[src/rtl/uart_pkg.sv]
// ---------------------------------------------------------------------------
// uart_pkg
// Definitions shared by the UART transmitter and the 16x-oversampling receiver:
//   - tx_state_t    : transmitter frame states. PARITY exists in the encoding
//                     but is only reachable when UART_TX_PARITY_EN is defined.
//   - line levels   : idle, start and stop levels of the serial line.
//   - defaults      : DATA_BITS / OVERSAMPLE values common to both directions.
// ---------------------------------------------------------------------------
package uart_pkg;

    localparam int UART_DEFAULT_DATA_BITS  = 8;
    localparam int UART_DEFAULT_OVERSAMPLE = 16;

    localparam logic UART_IDLE_LEVEL  = 1'b1;
    localparam logic UART_START_LEVEL = 1'b0;
    localparam logic UART_STOP_LEVEL  = 1'b1;

    typedef enum logic [2:0] {
        IDLE   = 3'd0,
        START  = 3'd1,
        DATA   = 3'd2,
        PARITY = 3'd3,
        STOP   = 3'd4
    } tx_state_t;

endpackage

[src/rtl/uart_bit_timer.sv]
// ---------------------------------------------------------------------------
// uart_bit_timer
// Counts oversample ticks inside one serial bit and pulses o_bit_end on the
// tick that completes the bit (the OVERSAMPLE-th tick). The counter then
// wraps to 0, so consecutive bits need no explicit restart.
// Ports:
//   clk, rst   : clock, synchronous active-high reset
//   i_en       : counting allowed (a frame is in progress)
//   i_tick     : oversample enable pulse, one clk wide
//   i_clr      : synchronous clear of the tick counter
//   o_bit_end  : combinational pulse, high on the bit's final tick
// ---------------------------------------------------------------------------
module uart_bit_timer #(
    parameter int OVERSAMPLE = 16
) (
    input  logic clk,
    input  logic rst,
    input  logic i_en,
    input  logic i_tick,
    input  logic i_clr,
    output logic o_bit_end
);

    localparam int CW = (OVERSAMPLE > 1) ? $clog2(OVERSAMPLE) : 1;

    logic [CW-1:0] r_tick_cnt;
    logic          w_last_tick;

    assign w_last_tick = (r_tick_cnt == CW'(OVERSAMPLE - 1));

    always_ff @(posedge clk) begin
        if (rst || i_clr) begin
            r_tick_cnt <= '0;
        end else if (i_en && i_tick) begin
            r_tick_cnt <= w_last_tick ? '0 : r_tick_cnt + 1'b1;
        end
    end

    assign o_bit_end = i_en & i_tick & w_last_tick;

endmodule

[src/rtl/uart_tx_16x.sv]
// ---------------------------------------------------------------------------
// uart_tx_16x
// Double-buffered UART transmitter. A byte written into the holding register
// is moved into the shift register as soon as the line is free (immediately
// from IDLE, or at the end of the stop bit for back-to-back frames), freeing
// the holding register for the next byte. Frame: start(0), DATA_BITS data
// bits LSB first, [even parity], stop(1); each bit lasts OVERSAMPLE ticks.
// Optional feature macro: UART_TX_PARITY_EN (adds an even-parity bit).
// Ports:
//   clk, rst   : clock, synchronous active-high reset
//   t_enable   : oversample tick, one clk wide
//   load, din  : write strobe and byte; accepted only while tbr=1
//   txd        : registered serial output, idles high
//   tbr        : holding register empty
//   busy       : frame in progress
// ---------------------------------------------------------------------------
module uart_tx_16x #(
    parameter int DATA_BITS  = uart_pkg::UART_DEFAULT_DATA_BITS,
    parameter int OVERSAMPLE = uart_pkg::UART_DEFAULT_OVERSAMPLE
) (
    input  logic                 clk,
    input  logic                 rst,
    input  logic                 t_enable,
    input  logic                 load,
    input  logic [DATA_BITS-1:0] din,
    output logic                 txd,
    output logic                 tbr,
    output logic                 busy
);

    import uart_pkg::*;

    localparam int BCW = (DATA_BITS > 1) ? $clog2(DATA_BITS) : 1;

    tx_state_t            r_state, w_state_next;
    logic [DATA_BITS-1:0] r_hold, w_hold_next;
    logic [DATA_BITS-1:0] r_shift, w_shift_next, w_shift_shr;
    logic [BCW-1:0]       r_bit_cnt, w_bit_cnt_next;
    logic                 r_tbr, w_tbr_next;
    logic                 r_txd, w_txd_next;
    logic                 w_bit_end;
    logic                 w_xfer;
    logic                 w_last_data;
`ifdef UART_TX_PARITY_EN
    logic                 r_parity, w_parity_next;
`endif

    uart_bit_timer #(
        .OVERSAMPLE (OVERSAMPLE)
    ) u_bit_timer (
        .clk       (clk),
        .rst       (rst),
        .i_en      (r_state != IDLE),
        .i_tick    (t_enable),
        .i_clr     (r_state == IDLE),
        .o_bit_end (w_bit_end)
    );

    assign w_shift_shr = r_shift >> 1;
    assign w_last_data = (r_bit_cnt == BCW'(DATA_BITS - 1));

    // Holding -> shift transfer. From IDLE it is not tied to a tick, so the
    // start bit begins one clk after the byte lands in the holding register.
    // A load in the same cycle cannot collide: it needs tbr=1, a transfer tbr=0.
    assign w_xfer = !r_tbr && ((r_state == IDLE) || (r_state == STOP && w_bit_end));

    // State and datapath registers
    always_ff @(posedge clk) begin
        if (rst) begin
            r_state   <= IDLE;
            r_hold    <= '0;
            r_shift   <= '0;
            r_bit_cnt <= '0;
            r_tbr     <= 1'b1;
            r_txd     <= UART_IDLE_LEVEL;
`ifdef UART_TX_PARITY_EN
            r_parity  <= 1'b0;
`endif
        end else begin
            r_state   <= w_state_next;
            r_hold    <= w_hold_next;
            r_shift   <= w_shift_next;
            r_bit_cnt <= w_bit_cnt_next;
            r_tbr     <= w_tbr_next;
            r_txd     <= w_txd_next;
`ifdef UART_TX_PARITY_EN
            r_parity  <= w_parity_next;
`endif
        end
    end

    // Next-state logic
    always_comb begin
        w_state_next = r_state;
        case (r_state)
            IDLE:  if (w_xfer) w_state_next = START;
            START: if (w_bit_end) w_state_next = DATA;
            DATA: begin
                if (w_bit_end && w_last_data) begin
`ifdef UART_TX_PARITY_EN
                    w_state_next = PARITY;
`else
                    w_state_next = STOP;
`endif
                end
            end
`ifdef UART_TX_PARITY_EN
            PARITY: if (w_bit_end) w_state_next = STOP;
`endif
            STOP:  if (w_bit_end) w_state_next = w_xfer ? START : IDLE;
            default: w_state_next = IDLE;
        endcase
    end

    // Datapath / output next values (txd is registered from w_txd_next)
    always_comb begin
        w_hold_next    = r_hold;
        w_tbr_next     = r_tbr;
        w_shift_next   = r_shift;
        w_bit_cnt_next = r_bit_cnt;
        w_txd_next     = r_txd;
`ifdef UART_TX_PARITY_EN
        w_parity_next  = r_parity;
`endif

        if (load && r_tbr) begin
            w_hold_next = din;
            w_tbr_next  = 1'b0;
        end else if (w_xfer) begin
            w_tbr_next  = 1'b1;
        end

        if (w_xfer) begin
            w_shift_next   = r_hold;
            w_bit_cnt_next = '0;
            w_txd_next     = UART_START_LEVEL;
`ifdef UART_TX_PARITY_EN
            w_parity_next  = ^r_hold;
`endif
        end else begin
            case (r_state)
                IDLE: w_txd_next = UART_IDLE_LEVEL;
                START: begin
                    if (w_bit_end) begin
                        w_bit_cnt_next = '0;
                        w_txd_next     = r_shift[0];
                    end
                end
                DATA: begin
                    if (w_bit_end) begin
                        if (w_last_data) begin
`ifdef UART_TX_PARITY_EN
                            w_txd_next = r_parity;
`else
                            w_txd_next = UART_STOP_LEVEL;
`endif
                        end else begin
                            w_shift_next   = w_shift_shr;
                            w_bit_cnt_next = r_bit_cnt + 1'b1;
                            w_txd_next     = w_shift_shr[0];
                        end
                    end
                end
`ifdef UART_TX_PARITY_EN
                PARITY: if (w_bit_end) w_txd_next = UART_STOP_LEVEL;
`endif
                STOP: if (w_bit_end) w_txd_next = UART_IDLE_LEVEL;
                default: w_txd_next = UART_IDLE_LEVEL;
            endcase
        end
    end

    assign txd  = r_txd;
    assign tbr  = r_tbr;
    assign busy = (r_state != IDLE);

endmodule

[config.mk]
export PLATFORM = sky130hd
export DESIGN_NAME = uart_tx_16x
export DESIGN_NICKNAME = d
export VERILOG_FILES = /design/src/rtl/uart_pkg.sv /design/src/rtl/uart_bit_timer.sv /design/src/rtl/uart_tx_16x.sv
export SDC_FILE = /design/constraint.sdc
export NUM_CORES = 1
export LEC_CHECK = 0
export CORE_AREA = 2 2 52 54
export DETAILED_ROUTE_END_ITERATION = 8
export DIE_AREA = 0 0 54 56
export GPL_ROUTABILITY_DRIVEN = 0
export PLACE_DENSITY = 0.8
export SETUP_SLACK_MARGIN = 0.3
export SLEW_MARGIN = 10
export SYNTH_ARGS = -nofsm -noshare
export SYNTH_HDL_FRONTEND = slang
export SYNTH_SLANG_ARGS = --single-unit
[constraint.sdc]
create_clock -name clk -period 2.3 [get_ports clk]
set_clock_uncertainty 0.15 [all_clocks]
set_input_delay 0.23 -clock clk [delete_from_list [all_inputs] [get_ports clk]]
set_output_delay 0.23 -clock clk [all_outputs]
set_load 0.05 [all_outputs]
**Word-level counts from Yosys, hierarchy flattened**

Cells that the tools add are included.

- Eq/ne operators: 15
- $add $sub $neg: 2
- Reduce and logical (&&, ||, !) cells: 19
- Muxes and demuxes: 23
- Bitwise gates (word level): 2

Operator list:

| operator | count |
|---|---|
| two-way mux 8 bit | 4 |
| two-way mux 3 bit | 7 |
| != test 2 bit (second input constant) | 7 |
| one-hot mux 3 bit (4 select lines) | 1 |
| != test 3 bit (second input constant) | 3 |
| two-way mux 1 bit | 8 |
| AND reduction 4 bit | 2 |
| nonzero test 2 bit | 4 |
| == test 3 bit (second input constant) | 2 |
| one-hot mux 3 bit (2 select lines) | 1 |
| AND reduction 3 bit | 2 |
| logical AND 1 bit | 5 |
| adder 4 x 1 -> 4 bit (second input constant) | 1 |
| == test 4 bit (second input constant) | 1 |
| two-way mux 4 bit | 1 |
| adder 3 x 1 -> 3 bit (second input constant) | 1 |
| == test 3 x 1 -> 1 bit (second input constant) | 1 |
| == test 3 x 2 -> 1 bit (second input constant) | 1 |
| logical NOT 3 bit | 1 |
| one-hot mux 1 bit (3 select lines) | 1 |
| nonzero test 3 bit | 1 |
| bitwise AND 1 bit | 2 |
| logical OR 1 bit | 2 |
| OR reduction 2 bit | 1 |
| logical NOT 1 bit | 1 |

- Input port bits: 12
- Logic and storage cells: 68
- Output and inout bits: 3
- Bits in registers: 28

**Depth between registers and ports, before layout**

Gate-level depths: netlist (run 1).

- Depth after elaboration: 9
- Mapped depth: 7
- Mapped depth without buffers: 6

**Hierarchy**

From an unflattened synthesis (run 1), not the netlist that was laid out.

- Cells, all modules: 157
- Area, all modules: 1350.0 um^2

Modules (own cells, without submodules):

| module | area each (um^2) | cells each | seq. area each (um^2) | times used |
|---|---|---|---|---|
| uart_tx_16x | 1148.6 | 135 | 480.5 | 1 |
| uart_bit_timer | 201.4 | 22 | 80.1 | 1 |

**Worst setup path before layout (run 1)**

No wires, ideal clock.

- Kind: reg-to-reg
- From: reg r_state[2]
- To: reg r_shift[1]
- Data required time: 2.064 ns
- Stages on the path, launching flop included: 7
- Buffers on the path: 2
- Slack: 0.513 ns
- Setup time: 0.086 ns
- Arrival time: 1.552 ns
- Period minus slack after synthesis: 1.787 ns
- Path through: dfxtp_1 buf_6 or3b_1 or3_1 buf_6 mux2i_1 a211oi_1

- Longest elaborated chain between the ends: 8
- Elaborated cells between the ends (all ways): 14
- Classes of those cells: 3 x eq/ne; 1 x mux; 2 x bitwise; 8 x reduce/logical

Ends and longest elaborated chain:

| what | RTL line | RTL |
|---|---|---|
| start: declaration | uart_tx_16x.sv:35 | `tx_state_t r_state, w_state_next;` |
| start signal: assignment | uart_tx_16x.sv:80 | `r_state <= w_state_next;` |
| nonzero test 3 bit | uart_tx_16x.sv:53 | `.i_en (r_state != IDLE),` |
| bitwise AND 1 bit (2 in a row) | uart_bit_timer.sv:39 | `assign o_bit_end = i_en & i_tick & w_last_tick;` |
| logical AND 1 bit | uart_tx_16x.sv:65 | `assign w_xfer = !r_tbr && ((r_state == IDLE) \|\| (r_state == STOP && w_bit_end));` |
| logical OR 1 bit | uart_tx_16x.sv:65 |  |
| logical AND 1 bit | uart_tx_16x.sv:65 |  |
| != test 2 bit (no line) / nonzero test 2 bit (equally long branches) | - |  |
| AND reduction 3 bit (no line) | - |  |
| end signal: assignment | uart_tx_16x.sv:82 | `r_shift <= w_shift_next;` |
| end: declaration | uart_tx_16x.sv:37 | `logic [DATA_BITS-1:0] r_shift, w_shift_next, w_shift_shr;` |

Several ways; a longest one is shown, not always the timed one.
A chain may end at the register's enable or synchronous reset.

**Worst setup path after layout (run 1)**

- From: reg r_state[0]
- To: out busy

- Longest elaborated chain between the ends: 1

Ends and longest elaborated chain:

| what | RTL line | RTL |
|---|---|---|
| nonzero test 3 bit | uart_tx_16x.sv:175 | `assign busy = (r_state != IDLE);` |
| end: declaration | uart_tx_16x.sv:28 | `output logic busy` |

No other way between the ends.

==> reports/qor.csv, run 1 <==
stage;metric;value;unit
timing;RSZ-0062 raised after global routing;yes;
timing;Setup Viol. Count Final;0;
placement;PortBufs;14;
die;Chip Height;56;µm
global_route;GRT busiest layer;met2;
routing;drt first pass iters;4;
finish;Finished Cell Area;1480;µm²
global_route;total gr overflow;0;
finish;antenna cell count;0;
routing;Routed Antenna Nets;0;
clocking;Post-CTS Setup Bufs;0;
timing;highest clock rate;520;MHz
die;die width;54;µm
global_route;first-pass GRT wire length;4.14;mm
synth;post-synth top area cell;dfxtp_1;
worst_setup_path;CP Max Fanout;10;
synth;Post-synth EDFFs;0;
finish;layout cell share with drive strength beyond 1;0.0828;
timing;final worst path period need;1920;ps
synth;Syn Nets;159;
clocking;Hold Buf Count CTS;0;
finish;commonest cells after routing, fill and taps aside;27 x dfxtp_1, 13 x a21oi_1, 13 x nand2_1, 13 x clkdlybuf4s50_1, 12 x nor2_1;
global_route;initial antenna violation count;0;
synth;Ys Warns;0;
finish;Filler cells;209;
worst_setup_path;Setup CP Type;register to primary output;
finish;number of nets in the layout;173;
die;core area;2430;µm²
synth;asr flop ratio synth;0;
worst_setup_path;slowest CP cell;dfxtp_1;
power_and_ir_drop;worst vdd ir;0.486;mV
worst_setup_path;CP cell instances;nor3_2, inv_1, dlygate4sd2_1;
global_route;total track usage;0.181;
worst_setup_path;Worst EP arrival;1540;ps
die;IO Pins;15;
finish;Register Area;562;µm²
synth;Cell variety after synth;32;
timing;Final Cycle Share;0.836;
power_and_ir_drop;part of the power in the clock network;0.322;
clocking;CTS Root Cell;clkbuf_4;
die;die footprint;3020;µm²
power_and_ir_drop;Psw;0.000237;W
placement;pre-CTS setup slack;235;ps
synth;Mapped Cells;144;
clocking;total CTS buffers;3;
synth;mean area per synthesized cell;8.76;µm²
global_route;vias in the first global route;967;
power_and_ir_drop;part of the power in registers;0.537;
worst_setup_path;crit-path max cell delay;540;ps
synth;Main synth FF type;dfxtp_1;
power_and_ir_drop;Leak Pwr;0.617;nW
die;Initial Utilization;0.519;
timing;setup TNS;0;ps
min_path;Worst Hold Class;input port to register;
finish;commonest non-fill, non-tap cell in the layout;dfxtp_1;
worst_setup_path;CP Launch Type;register;
routing;Routed wire per std cell;13.0;µm
clocking;clk_lat worst skew;320;ps
finish;Area growth syn-to-layout;17.4;%
timing;Hold Slack;310;ps
status;outcome;complete, no violations;
global_route;largest net degree at the start of global routing;17;
routing;Vias;1040;
clocking;CTS tree;built;
placement;dpl hpwl;1.77;mm
timing;worst rel slew slack;0.672;
global_route;M3 GR Usage;0.0188;
global_route;met1 Track Usage GR;0.232;
clocking;# resized after CTS;2;
finish;multi-input logic area;633;µm²
power_and_ir_drop;Net Sw Frac;0.240;
synth;number of synthesized register bits;28;
clocking;CTS sink cnt;28;
routing;final WL;2.44;mm
clocking;H-Tree Depth;1;
die;Rows;18;
synth;Cell Area, Synth;1260;µm²
clocking;clock transition at the registers of the reported paths;150;ps
placement;post-placement cell area;1420;µm²
routing;vias per inst;5.56;
clocking;CTS Buffer Depth;2;
synth;Seq/Total Area, Yosys;0.444;
worst_setup_path;Req. time, crit path;1920;ps
power_and_ir_drop;pwr/cell area;667;nW/µm²
synth;top cells by area, synth;dfxtp_1 44%, mux2i_1 7.1%, a21oi_1 5.2%;
worst_setup_path;crit end category;primary output;
synth;post-synth top area share;0.444;
timing;worst slew pin tran;490;ps
timing;Final Max Slew Viols;0;
power_and_ir_drop;Internal;0.000750;W
routing;Starting DRT DRC Count;24;
timing;Hold Fails Final Rpt;0;
timing;PnR worst setup slack;378;ps
power_and_ir_drop;combinational power share;0.140;
run;max_cap viols;0;
global_route;met2 usage;0.289;
routing;Post-route DRC;0;
cells by family (layout without fill, tap and decap cells):
group | count (synthesis) | count (layout) | share of synthesized area
compound gates | 31 | 31 | 0.160
xor+xnor | 3 | 3 | 0.0208
fa+ha+maj | 3 | 3 | 0.0298
buf+inv | 15 | 28 | 0.0615
flops | 28 | 28 | 0.444
mux | 9 | 9 | 0.0714
simple gates | 55 | 55 | 0.212
metal layers:
layer / part of all wire / up-vias
li1: - / 541
met1: 0.47 / 472
met2: 0.48 / 23
met3: 0.026 / 4
met4: 0.019 / 0
met5: 0 / -
final timing paths:
check	end	cells after the start	start	slack, ps
max	busy	3	r_state[0]	380
min	r_hold[1]	3	din[1]	310
max reg2reg	r_shift[1]	4	r_state[2]	390
min reg2reg	r_hold[6]	2	r_hold[6]	320
sequential cells by signal, summed over array words and instances (netlist names):
| register | cells |
|---|---|
| r_hold | 8 |
| u_bit_timer.r_tick_cnt | 4 |
| txd | 1 |
| r_shift | 8 |
| r_bit_cnt | 3 |
| tbr | 1 |
| r_state | 3 |
per-stage QoR:
step                      utilization  cells  total power, W
after floorplan                     -    144        0.000626
after global placement          0.583    183        0.000675
after detailed placement        0.583    183        0.000679
after CTS                       0.606    187        0.000997
after global routing            0.609    187         0.00103
final                           0.609    187        0.000987
power by group through the flow:
stage,combinational (W),clock (W),sequential [W]
final,0.000138,0.000318,0.000530
after global routing,0.000152,0.000347,0.000535
after CTS,0.000139,0.000328,0.000530
after detailed placement,0.000139,0,0.000541
after global placement,0.000136,0,0.000540
after floorplan,0.0000793,0,0.000547
worst max-delay path: cells and delay by family, from the launching register on:
kind                   cells  cell delay (ps)
buffers and inverters      2              570
flip-flops                 1              540
AND/OR/NAND/NOR            1              110
Yosys cell counts (2+ instances only):
cell	number
a22oi_1	2
o21ai_0	3
nand4_1	4
ha_1	3
nand2_1	13
a21oi_1	13
buf_6	2
buf_2	2
nand2b_1	3
clkbuf_1	4
nor2_1	12
dfxtp_1	28
or3_1	2
nand3_1	10
nor3_1	6
a211oi_1	7
inv_1	5
mux2i_1	9
xor2_1	2
nor2b_1	2
layout make-up:
cell class	count	share of cell area
Multi-Input combinational cell	101	0.428
Sequential cell	28	0.380
Timing Repair Buffer	19	0.119
Tap cell	30	0.0254
Clock inverter	1	0.0203
Clock buffer	3	0.0152
Inverter	5	0.0127
Note: power is estimated with default switching activity, not from simulation.
==> run 2: changes to the inputs <==
--- a/config.mk
+++ b/config.mk
@@ -5,11 +5,11 @@
 export SDC_FILE = /design/constraint.sdc
 export NUM_CORES = 1
 export LEC_CHECK = 0
-export CORE_AREA = 2 2 52 54
+export CORE_AREA = 2 2 55 57
 export DETAILED_ROUTE_END_ITERATION = 8
-export DIE_AREA = 0 0 54 56
+export DIE_AREA = 0 0 57 59
 export GPL_ROUTABILITY_DRIVEN = 0
-export PLACE_DENSITY = 0.8
+export PLACE_DENSITY = 0.76
 export SETUP_SLACK_MARGIN = 0.3
 export SLEW_MARGIN = 10
 export SYNTH_ARGS = -nofsm -noshare
==> constraint.sdc (replaced) <==
create_clock -name clk -period 1.6 [get_ports clk]
set_clock_uncertainty 0.15 [all_clocks]
set_input_delay 0.16 -clock clk [delete_from_list [all_inputs] [get_ports clk]]
set_output_delay 0.16 -clock clk [all_outputs]
set_load 0.05 [all_outputs]
==> run 2 against run 1 <==
  * The run now ends with setup timing left
  * Hold slack worse by 91 ps
  * Wire length is 63% higher
  * Via count up 22%
  * Final area up 37%
  * First-iteration DRC count is 67% higher
  * Total power up 56%
  * Final cell count grew 19%
  * Die area up 11%
  * Critical path type is now register to register
  * Critical endpoint is now r_shift[0]
  * Largest cell class unchanged
  * Highest routed layer unchanged
==> reports/qor.csv, run 2 (synthesis gave the netlist of run 1 again) <==
stage;metric;value;unit
status;outcome;finished, violations left;
finish;number of nets in the layout;207;
routing;Post-route DRC;0;
worst_setup_path;Worst EP arrival;1920;ps
die;core area;2710;µm²
global_route;total gr overflow;0;
die;Chip Height;59;µm
routing;Routed wire per std cell;17.9;µm
global_route;met2 usage;0.420;
finish;antenna cell count;0;
timing;Setup Viol. Count Final;16;
timing;RSZ-0062 raised after global routing;yes;
timing;setup TNS;-2100;ps
timing;final worst path period need;1810;ps
finish;final non-filler cell total;222;
run;max_cap viols;0;
global_route;M3 GR Usage;0.0328;
die;Rows;19;
clocking;clk_lat worst skew;350;ps
timing;PnR worst setup slack;-208;ps
routing;final WL;3.96;mm
timing;Final Cycle Share;1.13;
finish;Area growth syn-to-layout;60.2;%
timing;worst slew pin tran;500;ps
global_route;vias in the first global route;1231;
min_path;Worst Hold Class;input port to register;
worst_setup_path;CP Launch Type;register;
worst_setup_path;FF-to-FF Start;r_state[1];
clocking;CTS Root Cell;clkbuf_4;
timing;worst rel slew slack;0.665;
clocking;CTS sink cnt;28;
routing;drt first pass iters;4;
die;die footprint;3360;µm²
finish;layout cell share with drive strength beyond 1;0.440;
routing;Routed Antenna Nets;0;
timing;highest clock rate;553;MHz
finish;commonest non-fill, non-tap cell in the layout;buf_4;
min_path;hold wc startpoint;din[2];
placement;dpl hpwl;2.12;mm
placement;placed instance count;199;
clocking;CTS tree;built;
placement;pre-CTS setup slack;-524;ps
clocking;Hold Buf Count CTS;0;
global_route;largest net degree at the start of global routing;17;
power_and_ir_drop;worst vdd ir;0.642;mV
timing;Hold Fails Final Rpt;0;
status;failing checks;setup timing;
power_and_ir_drop;pwr/cell area;760;nW/µm²
die;Initial Utilization;0.465;
routing;Vias;1271;
clocking;total CTS buffers;3;
finish;commonest cells after routing, fill and taps aside;26 x buf_4, 20 x dfxtp_1, 11 x a21oi_1, 11 x nand2_1, 11 x clkdlybuf4s50_1;
worst_setup_path;crit end category;register;
worst_setup_path;CP Max Fanout;8;
worst_setup_path;Req. time, crit path;1710;ps
timing;Final Max Slew Viols;0;
global_route;total track usage;0.219;
routing;Starting DRT DRC Count;40;
placement;PortBufs;14;
worst_setup_path;crit path from;r_state[1];
finish;biggest regs;r_hold: 8 flops, r_shift: 8 flops, u_bit_timer.r_tick_cnt: 4 flops;
die;die width;57;µm
timing;Hold Slack;220;ps
global_route;first-pass GRT wire length;5.62;mm
global_route;GRT busiest layer;met2;
clocking;clock transition at the registers of the reported paths;160;ps
power_and_ir_drop;Leak Pwr;0.864;nW
clocking;CTS Buffer Depth;2;
routing;vias per inst;5.73;
global_route;initial antenna violation count;0;
global_route;met1 Track Usage GR;0.238;
worst_setup_path;Setup CP Type;register to register;
clocking;H-Tree Depth;1;
die;IO Pins;15;
-- run 2: cell types whose count changed in the layout (fill, tap and decap cells not counted), moves of 3 or more --
cell     delta
buf_4      +21
buf_6      +10
dfxtp_1     -7
dfxtp_2     +6
nor3_1      -5
nor3_2      +4
buf_12      +3
ha_1        -3
ha_4        +3
nor2_1      -3
o21ai_0     -3
o21ai_1     +3
-- run 2: path summary, 6_finish.rpt --
| kind | depth (start not counted) | slack (ps) | to |
|---|---|---|---|
| min reg2reg | 2 | 330 | r_hold[4] |
| max | 4 | -210 | r_shift[0] |
| min | 3 | 220 | r_hold[2] |
| max reg2reg | 4 | -210 | r_shift[0] |
-- run 2: metal layers --
layer / wire length, µm / part of all wire
met1: 1550 / 0.39
met5: 0 / 0
met3: 176 / 0.044
met4: 148 / 0.037
met2: 2090 / 0.53
-- run 2: cell type report --
class	instances	area [µm²]
Timing Repair Buffer	53	533
Tap cell	31	38.8
Multi-Input combinational cell	101	810
Sequential cell	28	573
Clock buffer	4	47.5
Inverter	5	18.8
Fill cell	167	689
-- run 2: metrics by stage --
step	power (W)	util	cell area (µm²)
floorplan	0.000905	-	1280
global placement	0.000996	0.575	1560
detailed placement	0.00101	0.575	1560
CTS	0.00148	0.701	1900
global route	0.00159	0.746	2020
finish	0.00154	0.746	2020
-- run 2: what timing repair did --
action,4_1_cts,5_1_grt
pin swaps,26,6
buffers inserted,13,5
gates cloned,0,1
setup endpoints to repair,20,30
gates resized for setup,44,16
-- run 2: critical path: stages (launching register included) --
cell and delay (ps):
dfxtp_2 370, or3b_4 400, or3_4 420, mux2i_1 160, a211oi_2 230
-- run 2: power by group --
group          leakage, nW  internal (W)  switching (W)
sequential           0.232      0.000737      0.0000290
clock               0.0261      0.000192       0.000224
combinational        0.606      0.000184       0.000171
==> run 3: changes to the inputs <==
--- a/config.mk
+++ b/config.mk
@@ -5,11 +5,11 @@
 export SDC_FILE = /design/constraint.sdc
 export NUM_CORES = 1
 export LEC_CHECK = 0
-export CORE_AREA = 2 2 55 57
+export CORE_AREA = 2 2 52 54
 export DETAILED_ROUTE_END_ITERATION = 8
-export DIE_AREA = 0 0 57 59
+export DIE_AREA = 0 0 54 56
 export GPL_ROUTABILITY_DRIVEN = 0
-export PLACE_DENSITY = 0.76
+export PLACE_DENSITY_LB_ADDON = 0.08
 export SETUP_SLACK_MARGIN = 0.3
 export SLEW_MARGIN = 10
 export SYNTH_ARGS = -nofsm -noshare
==> constraint.sdc (replaced) <==
create_clock -name clk -period 1.85 [get_ports clk]
set_clock_uncertainty 0.15 [all_clocks]
set_input_delay 0.185 -clock clk [delete_from_list [all_inputs] [get_ports clk]]
set_output_delay 0.185 -clock clk [all_outputs]
set_load 0.05 [all_outputs]
==> run 3 against run 2 <==
  * The flow now finishes without violations
  * Clock power is 3% lower
  * Utilization is 2.4 points lower
  * Worst setup slack better by 260 ps
  * Combinational power is 41% lower
  * Wire length is 26% lower
  * Register-to-register slack better by 260 ps
  * Hold slack better by 36 ps
  * Sequential cell count stayed put
  * Fmax is 0.33% higher
  * Global-route usage is 1.6 points lower
  * Die area is 10% lower
  * Critical path type unchanged
  * Largest power group unchanged
==> reports/qor.csv, run 3 (synthesis gave the netlist of run 1 again) <==
stage;metric;value;unit
worst_setup_path;Req. time, crit path;1970;ps
finish;biggest regs;r_hold: 8 flops, r_shift: 8 flops, u_bit_timer.r_tick_cnt: 4 flops;
global_route;initial antenna violation count;0;
timing;Final Max Slew Viols;0;
worst_setup_path;CP cell instances;or3b_4, or3_4, mux2i_2, a211oi_2;
global_route;M3 GR Usage;0.0403;
global_route;met1 Track Usage GR;0.276;
finish;commonest cells after routing, fill and taps aside;20 x dfxtp_1, 13 x buf_4, 12 x a21oi_1, 12 x nor2_1, 12 x nand2_1;
worst_setup_path;slowest CP cell;or3_4;
clocking;CTS Root Cell;clkbuf_4;
timing;Setup Viol. Count Final;0;
timing;final worst path period need;1800;ps
power_and_ir_drop;worst vdd ir;0.472;mV
clocking;CTS sink cnt;28;
die;die footprint;3020;µm²
clocking;H-Tree Depth;1;
worst_setup_path;CP Max Fanout;8;
routing;final WL;2.94;mm
clocking;CTS Buffer Depth;2;
die;Rows;18;
finish;Area growth syn-to-layout;39.2;%
die;IO Pins;15;
power_and_ir_drop;Tot Pwr;0.00128;W
power_and_ir_drop;Leak Pwr;0.687;nW
finish;commonest non-fill, non-tap cell in the layout;dfxtp_1;
finish;multi-input logic area;769;µm²
routing;vias per inst;5.44;
timing;worst rel slew slack;0.759;
global_route;total gr overflow;0;
die;Chip Height;56;µm
die;die width;54;µm
worst_setup_path;Worst EP arrival;1920;ps
placement;dpl hpwl;1.92;mm
routing;drt first pass iters;4;
worst_setup_path;delay-heaviest family, CP;simple AND/OR/NAND/NOR gates;
clocking;CTS tree;built;
status;outcome;complete, no violations;
finish;number of nets in the layout;186;
finish;Register Area;573;µm²
worst_setup_path;CP bufs+invs;0;
placement;placed instance count;189;
routing;Starting DRT DRC Count;21;
finish;final non-filler cell total;200;
timing;setup TNS;0;ps
worst_setup_path;Setup CP Type;register to register;
routing;Post-route DRC;0;
clocking;clock transition at the registers of the reported paths;150;ps
finish;antenna cell count;0;
global_route;total track usage;0.203;
timing;Hold Fails Final Rpt;0;
timing;RSZ-0062 raised after global routing;yes;
timing;worst slew pin tran;360;ps
worst_setup_path;CP Launch Type;register;
finish;Filler cells;182;
clocking;clk_lat worst skew;330;ps
global_route;vias in the first global route;1039;
run;max_cap viols;0;
worst_setup_path;crit end category;register;
timing;highest clock rate;555;MHz
worst_setup_path;crit-path max cell delay;460;ps
clocking;total CTS buffers;3;
die;Initial Utilization;0.519;
global_route;GRT busiest layer;met2;
global_route;met2 usage;0.333;
routing;Routed wire per std cell;14.7;µm
placement;PortBufs;14;
die;core area;2430;µm²
timing;Final Cycle Share;0.974;
global_route;largest net degree at the start of global routing;17;
finish;final core occ;0.722;
routing;Vias;1087;
finish;layout cell share with drive strength beyond 1;0.318;
min_path;Worst Hold Class;input port to register;
power_and_ir_drop;pwr/cell area;727;nW/µm²
routing;Routed Antenna Nets;0;
global_route;first-pass GRT wire length;4.60;mm
## run 3: cell count changes in the layout (fill, tap and decap cells not counted), sizes merged
cell      before  now
buf           41   20
bufinv         0    1
clkbuf         5    4
clkinvlp       0    1
inv            5    4
## run 3: cell type report
| class | count | share of cell area |
|---|---|---|
| Clock inverter | 1 | 0.0171 |
| Multi-Input combinational cell | 101 | 0.438 |
| Sequential cell | 28 | 0.326 |
| Inverter | 5 | 0.0128 |
| Clock buffer | 3 | 0.0128 |
| Tap cell | 30 | 0.0214 |
| Timing Repair Buffer | 32 | 0.171 |
## run 3: layer usage
layer	wire length [µm]	share of wire	up-vias
met3	71	0.024	3
met4	14	0.0048	0
met2	1390	0.47	16
li1	-	-	562
met5	0	0	-
met1	1460	0.50	506
## run 3: power breakdown
group          internal [W]  total (W)  switching [W]
sequential         0.000636   0.000663      0.0000262
clock              0.000219   0.000404       0.000185
combinational     0.0000968   0.000209       0.000112
## run 3: final timing paths
kind / startpoint / end / slack [ps] / cells past startpoint
hold / removal: din[6] / r_hold[6] / 260 / 3
hold reg to reg: r_hold[6] / r_hold[6] / 330 / 2
setup / recovery: r_state[2] / r_shift[2] / 50 / 4
setup reg to reg: r_state[2] / r_shift[2] / 50 / 4
## run 3: through the flow
| step | setup slack, ps | hold slack, ps | area, µm² |
|---|---|---|---|
| floorplan | 62.6 | 118 | 1270 |
| global placement | -110 | 299 | 1470 |
| detailed placement | -233 | 296 | 1470 |
| CTS | 40.4 | 253 | 1650 |
| global route | -8.21 | 248 | 1760 |
| finish | 48.4 | 256 | 1760 |
## run 3: repair_timing
| item | 4_1_cts | 5_1_grt |
|---|---|---|
| pin swaps | 13 | 13 |
| gates resized for setup | 28 | 21 |
| endpoints found under the setup margin | 16 | 17 |
| hold buffers | 0 | 0 |
| endpoints found under the hold margin | 0 | 0 |
| buffers inserted | 3 | 4 |
## run 3: worst register-to-register path, stage by stage (launching register included)
cell      delay (ps)
dfxtp_2          350
or3b_4           390
or3_4            460
mux2i_2          200
a211oi_2         190
